## src/rtl/reg_file_output_selector.sv

```systemverilog
// Read-side byte selector for the 16x16 register file. Each lane picks one byte,
// with per-byte forwarding from the decoder's write bus, behind a one-deep valid/ready output register.
module reg_file_output_selector #(
  parameter int unsigned NUM_REGS = 16,
  parameter int unsigned REG_W    = 16
) (
  input  logic                       clock,
  input  logic                       reset_n,
  input  logic                       rd_valid,
  output logic                       rd_ready,
  input  logic [1:0]                 rd_en,
  input  logic [9:0]                 rd_addr,
  input  logic [NUM_REGS*REG_W-1:0]  reg_data,
  input  logic [2*NUM_REGS-1:0]      wen,
  input  logic [NUM_REGS*REG_W-1:0]  wr_data,
  output logic                       out_valid,
  input  logic                       out_ready,
  output logic [REG_W-1:0]           data_out
);

  localparam int unsigned IDX_W = $clog2(NUM_REGS);
  localparam int unsigned BYTE_IDX_W = IDX_W + 1;

  typedef enum logic {
    EMPTY = 1'b0,
    FULL  = 1'b1
  } state_t;

  state_t state;
  state_t next_state;

  logic             accept;
  logic             consume;
  logic [7:0]       lane_a;
  logic [7:0]       lane_b;
  logic [REG_W-1:0] next_data;

  // Lane select is {byte, reg}; the flat byte index is {reg, byte}, which is
  // also the matching wen bit, so one index serves both buses.
  function automatic logic [7:0] lane_byte(
    input logic                          en,
    input logic [BYTE_IDX_W-1:0]         sel,
    input logic [NUM_REGS*REG_W-1:0]     rdata,
    input logic [2*NUM_REGS-1:0]         we,
    input logic [NUM_REGS*REG_W-1:0]     wdata
  );
    logic [BYTE_IDX_W-1:0] k;
    k = {sel[IDX_W-1:0], sel[IDX_W]};
    if (!en) begin
      return '0;
    end
    if (we[k]) begin
      return wdata[{k, 3'b000} +: 8];
    end
    return rdata[{k, 3'b000} +: 8];
  endfunction

  always_comb begin
    lane_a    = lane_byte(rd_en[0], rd_addr[BYTE_IDX_W-1:0], reg_data, wen, wr_data);
    lane_b    = lane_byte(rd_en[1], rd_addr[2*BYTE_IDX_W-1:BYTE_IDX_W], reg_data, wen, wr_data);
    next_data = {lane_b, lane_a};
  end

  always_comb begin
    rd_ready = (state == EMPTY) | out_ready;
    accept   = rd_valid & rd_ready;
    consume  = (state == FULL) & out_ready;
  end

  always_ff @(posedge clock or negedge reset_n) begin
    if (!reset_n) begin
      state <= EMPTY;
    end else begin
      state <= next_state;
    end
  end

  always_comb begin
    next_state = state;
    case (state)
      EMPTY: if (accept) next_state = FULL;
      FULL:  if (consume && !accept) next_state = EMPTY;
      default: next_state = EMPTY;
    endcase
  end

  always_comb begin
    out_valid = (state == FULL);
  end

  // Captured only on accept, so a stalled result is a snapshot immune to later writes.
  always_ff @(posedge clock or negedge reset_n) begin
    if (!reset_n) begin
      data_out <= '0;
    end else if (accept) begin
      data_out <= next_data;
    end
  end

endmodule

```

## config.mk

```make
export PLATFORM = sky130hd
export DESIGN_NAME = reg_file_output_selector
export DESIGN_NICKNAME = d
export VERILOG_FILES = /design/src/rtl/reg_file_output_selector.sv
export SDC_FILE = /design/constraint.sdc
export NUM_CORES = 1
export LEC_CHECK = 0
export BUFFER_PORTS_ARGS = -buffer_cell sky130_fd_sc_hd__buf_2
export CORE_AREA = 8 8 217 219
export CTS_BUF_LIST = sky130_fd_sc_hd__clkbuf_8
export DETAILED_ROUTE_END_ITERATION = 8
export DIE_AREA = 0 0 225 227
export PLACE_DENSITY = 0.5
export SYNTH_ARGS = -nofsm -noshare
export SYNTH_HDL_FRONTEND = slang
export SYNTH_SLANG_ARGS = --single-unit
```

## constraint.sdc

```tcl
create_clock -name clock -period 5.3 [get_ports clock]
set_input_delay 0.795 -clock clock [delete_from_list [all_inputs] [get_ports clock]]
set_output_delay 0.795 -clock clock [all_outputs]
set_load 0.05 [all_outputs]
```

* After elaboration in Yosys (flattened, before gate mapping)
Index checks and enable logic that the tools add are counted.
Word-level totals: flip-flop bits (word level) 17, input port bits 560, word-level logic and storage cells 33
Cells by class: magnitude comparators 2, shift-type cells 4, multiplexer cells 19, bitwise operators 4, reductions and logical operators 2
Operators by type and width (count):
- $shiftx A256 B9 Y8 | 4
- $mux W8 | 8
- $lt A5 B6 Y1 const B | 2
- $bmux W1 S5 | 2
- $mux W1 | 8
- $and A1 B1 Y1 | 2
- $pmux W1 S2 | 1
- $logic_and A1 B1 Y1 | 1
- $logic_not A1 Y1 | 1
- $not A1 Y1 | 1
- $or A1 B1 Y1 | 1

* Depth between registers and ports, before layout
depth after elaboration 7, gate-level depth with buffers 15, gate-level depth less buffers 9

* Worst setup path before layout
No wires, ideal clock.
kind in2reg, start point input port rd_addr[9], end point register data_out[12], setup time 0.121 ns, data arrival time 3.314 ns, required time 5.179 ns, slack 1.865 ns, stages on the path 13, buffers on the path 4, cells stage by stage buf_2 > buf_4 > mux2i_1 > a22oi_1 > a21oi_1 > nor4_1 > buf_2 > buf_2 > mux2_2 > o211a_1 > o31ai_1 > o2111ai_1 > a22o_1
On the way: cells in the longest elaborated chain, start to end 6, elaborated cells between the ends (all ways) 9, those cells by class shift: 2; mux: 7
RTL lines:
- start: declaration | line 12 | input logic [9:0] rd_addr,
- parallel branches: the longest is 4 deep, another holds $shiftx A256 B9 Y8
- $mux W8 * | line 55 | return rdata[{k, 3'b000} +: 8];
- $mux W8 * | line 52 | if (we[k]) begin
- end signal: assignment | line 96 | data_out <= next_data;
- end: declaration | line 18 | output logic [REG_W-1:0] data_out
Mark *: on every way between the ends. The select of a mux whose other input is x is not followed. A chain may end at the register's enable or synchronous reset.

* Final worst setup path
start point input port rd_addr[0], end point register data_out[4]
Same word-level chain as after synthesis.

==> metrics.yaml <==
critPathRequiredTime_ns: 5.46
start_util_pct: 23.21
grt_overflow: 0
violations: "capacitance limit"
grt_pass1_wl_um: 114500
path_clk_slew_ns: 0.09
crit_arrival_ns: 4.76
syn_inst: 1461
nNetsFinal: 2522
crit_path_end_kind: "flip-flop"
ys_seq_area_share_pct: 4.199
setup_violations: 0
period_share_pct: 86.82
synth_warnings: 0
die_area_mm2: 0.05108
cts_hold_buf: 0
worstSetupPathType: "in2reg"
die_width_um: 225
synth_area_per_cell_um2: 6.934
place_hpwl_um: 68250
fin_worst_skew_ns: 0.0008617
place_ws_ns: 0.4474
grt_pass1_vias: 15820
hold_viol: 0
firstDrtPassIters: 5
synth_edf_count: 0
hold_ws_ns: 0.4875
rsz0062_at_grt: "no"
worstPathMaxFanout: 45
period_needed_ns: 4.601
rows: 77
finalInstanceArea_mm2: 0.01382
synth_nets: 2021
cts_htree_levels: 1
cts_max_path_buffers: 2
numCtsBuffers: 3
min_path_type: "in2async"
yosysUniqueCellTypes: 49
max_freq_mhz: 217.3
p_leak_nw: 6.532
maxSlewHeadroom_pct: 0.3091
crit_chain: "buf_2, mux4_2, mux2_4, o2bb2ai_4, nor2_8, buf_12, buf_12, nand2_1, a31oi_1, a22o_1, a2111oi_0, buf_4, o31ai_1"
worst_ir_drop_vdd_mv: 0.08087
gp_congestion: 0.9742
wl_um: 83380
grt_start_max_net_pins: 50
boundaryPins: 578
vias_per_cell: 6.011
status: "finished, violations left"
tightest_slew_ns: 1.492
fp.dieH_um: 227
fin_cells: 2571
core_area_mm2: 0.04364
final.setup.worst_slack_ns: 0.6988
drc: 0
track_usage_pct: 30.65
worstSetupStartpointType: "primary input"
ys_async_sr_fraction_pct: 100.0
area_delta_synth_final_pct: 36.46
cts_sinks: 17
via_count: 15450
maxSlewViolCount: 0
clockRootBuffer: "clkbuf_8"
cts_setup_buffers: 0
clk_latency_ns: 0.27
max_stage_delay_ns: 0.93
post_cts_resized: 0
total_power_mw: 2.244
fin_tns_setup_ns: 0
portBuffers: 577
cts_tree: "yes"
place_inst: 2549
final_util_pct: 31.68
synth-seq-cells: 17
path_common_cell: "buf_12"
max-cap-violations: 1
crit_slowest_cell: "a2111oi_0"
powerDensity_mw_per_mm2: 162.3
drtIter0Drc: 1468
antenna_found_initial: 35
ys_dominant_reg_cell: "dfrtp_1"
drive_gt1_share_pct: 38.60
place_area_mm2: 0.01373
synthesis.area_mm2: 0.01013
wl_per_cell_um: 32.43
postRouteAntennaNets: 0
power breakdown:
part,total (mW),switching (mW),internal [mW]
Sequential,0.182,0.0253,0.157
Combinational,1.94,1.20,0.745
Clock,0.117,0.0638,0.0534
cell usage after synthesis, types with 11 or more instances:
master / number / area [µm²]
nor2b_1: 11 / 68.82
buf_4: 12 / 90.09
nor2_1: 30 / 112.6
o221ai_1: 16 / 140.1
nand2b_1: 11 / 68.82
nand2_1: 410 / 1539
nand3_1: 165 / 825.8
a22oi_1: 35 / 262.8
o22ai_1: 15 / 93.84
a211oi_1: 23 / 172.7
o2111ai_1: 16 / 140.1
mux2i_1: 148 / 1481
dfrtp_1: 17 / 425.4
o21ai_0: 48 / 240.2
a21oi_1: 25 / 125.1
a32oi_1: 36 / 315.3
buf_6: 12 / 135.1
a221oi_1: 23 / 201.4
a22o_1: 12 / 105.1
nand4_1: 57 / 356.6
buf_2: 34 / 170.2
buf_1: 18 / 67.56
and2_1: 13 / 81.33
clkbuf_1: 82 / 307.8
a31oi_1: 44 / 275.3
mux4_2: 68 / 1531
and3_1: 13 / 81.33
routing by layer:
metal	GRT usage, %	share of wire [%]	wire (µm)	vias to the layer above
li1	-	-	-	6646
met1	35.35	38	31310	7511
met2	54.76	49	40830	1049
met3	6.299	8.4	6993	220
met4	12.64	4.9	4071	28
met5	0	0.22	182	-
critical path: cells and delay by family:
| family | cells | cell delay (ns) |
|---|---|---|
| muxes | 2 | 0.86 |
| buffers and inverters | 4 | 0.96 |
| AOI/OAI and AO/OA | 5 | 1.84 |
| and+or+nand+nor | 2 | 0.27 |
registers in the layout, indices dropped and copies added, names as in the netlist:
name       cells
data_out      16
out_valid      1
cell type report:
cell class	instances	area [µm²]
clock buffers	3	41.29
well taps	592	740.7
multi-input cells	1283	8965
fillers	4877	29820
inverters	1	3.754
diodes	18	45.04
repair buffers	656	3596
clock inverters	1	7.507
flip-flops and latches	17	425.4
layout by cell type (no fill, tap or decap), types with 12 or more instances in the layout:
cell and n:
buf_2 576, nand2_1 409, nand3_1 165, mux2i_1 148, buf_4 71, mux4_2 68
nand4_1 57, o21ai_0 48, a31oi_1 44, a22oi_1 35, a32oi_1 35, nor2_1 28
a21oi_1 25, a211oi_1 23, a221oi_1 23, diode_2 18, dfrtp_1 17, o2111ai_1 16
o221ai_1 16, o22ai_1 15, and3_1 13, a22o_1 12
final timing paths:
| check | startpoint | depth (start not counted) | endpoint | slack (ns) |
|---|---|---|---|---|
| max | rd_addr[0] | 13 | data_out[4]$_DFFE_PN0P_ | 0.70 |
| min | reset_n | 1 | out_valid$_DFF_PN0_ | 0.49 |
| max reg2reg | out_valid$_DFF_PN0_ | 7 | data_out[9]$_DFFE_PN0P_ | 2.36 |
| min reg2reg | data_out[6]$_DFFE_PN0P_ | 1 | data_out[6]$_DFFE_PN0P_ | 0.51 |
| max in group asynchronous | reset_n | 1 | data_out[9]$_DFFE_PN0P_ | 4.44 |
| min in group clock | data_out[6]$_DFFE_PN0P_ | 1 | data_out[6]$_DFFE_PN0P_ | 0.51 |
cells by family after synthesis:
logic type	after synthesis	share of synthesized area (%)
and+or+nand+nor	722	31.86
AOI/OAI and AO/OA	331	23.87
muxes	230	32.07
buffers and inverters	161	7.991
DFF	17	4.199
Power figures use the tool's default switching activity.
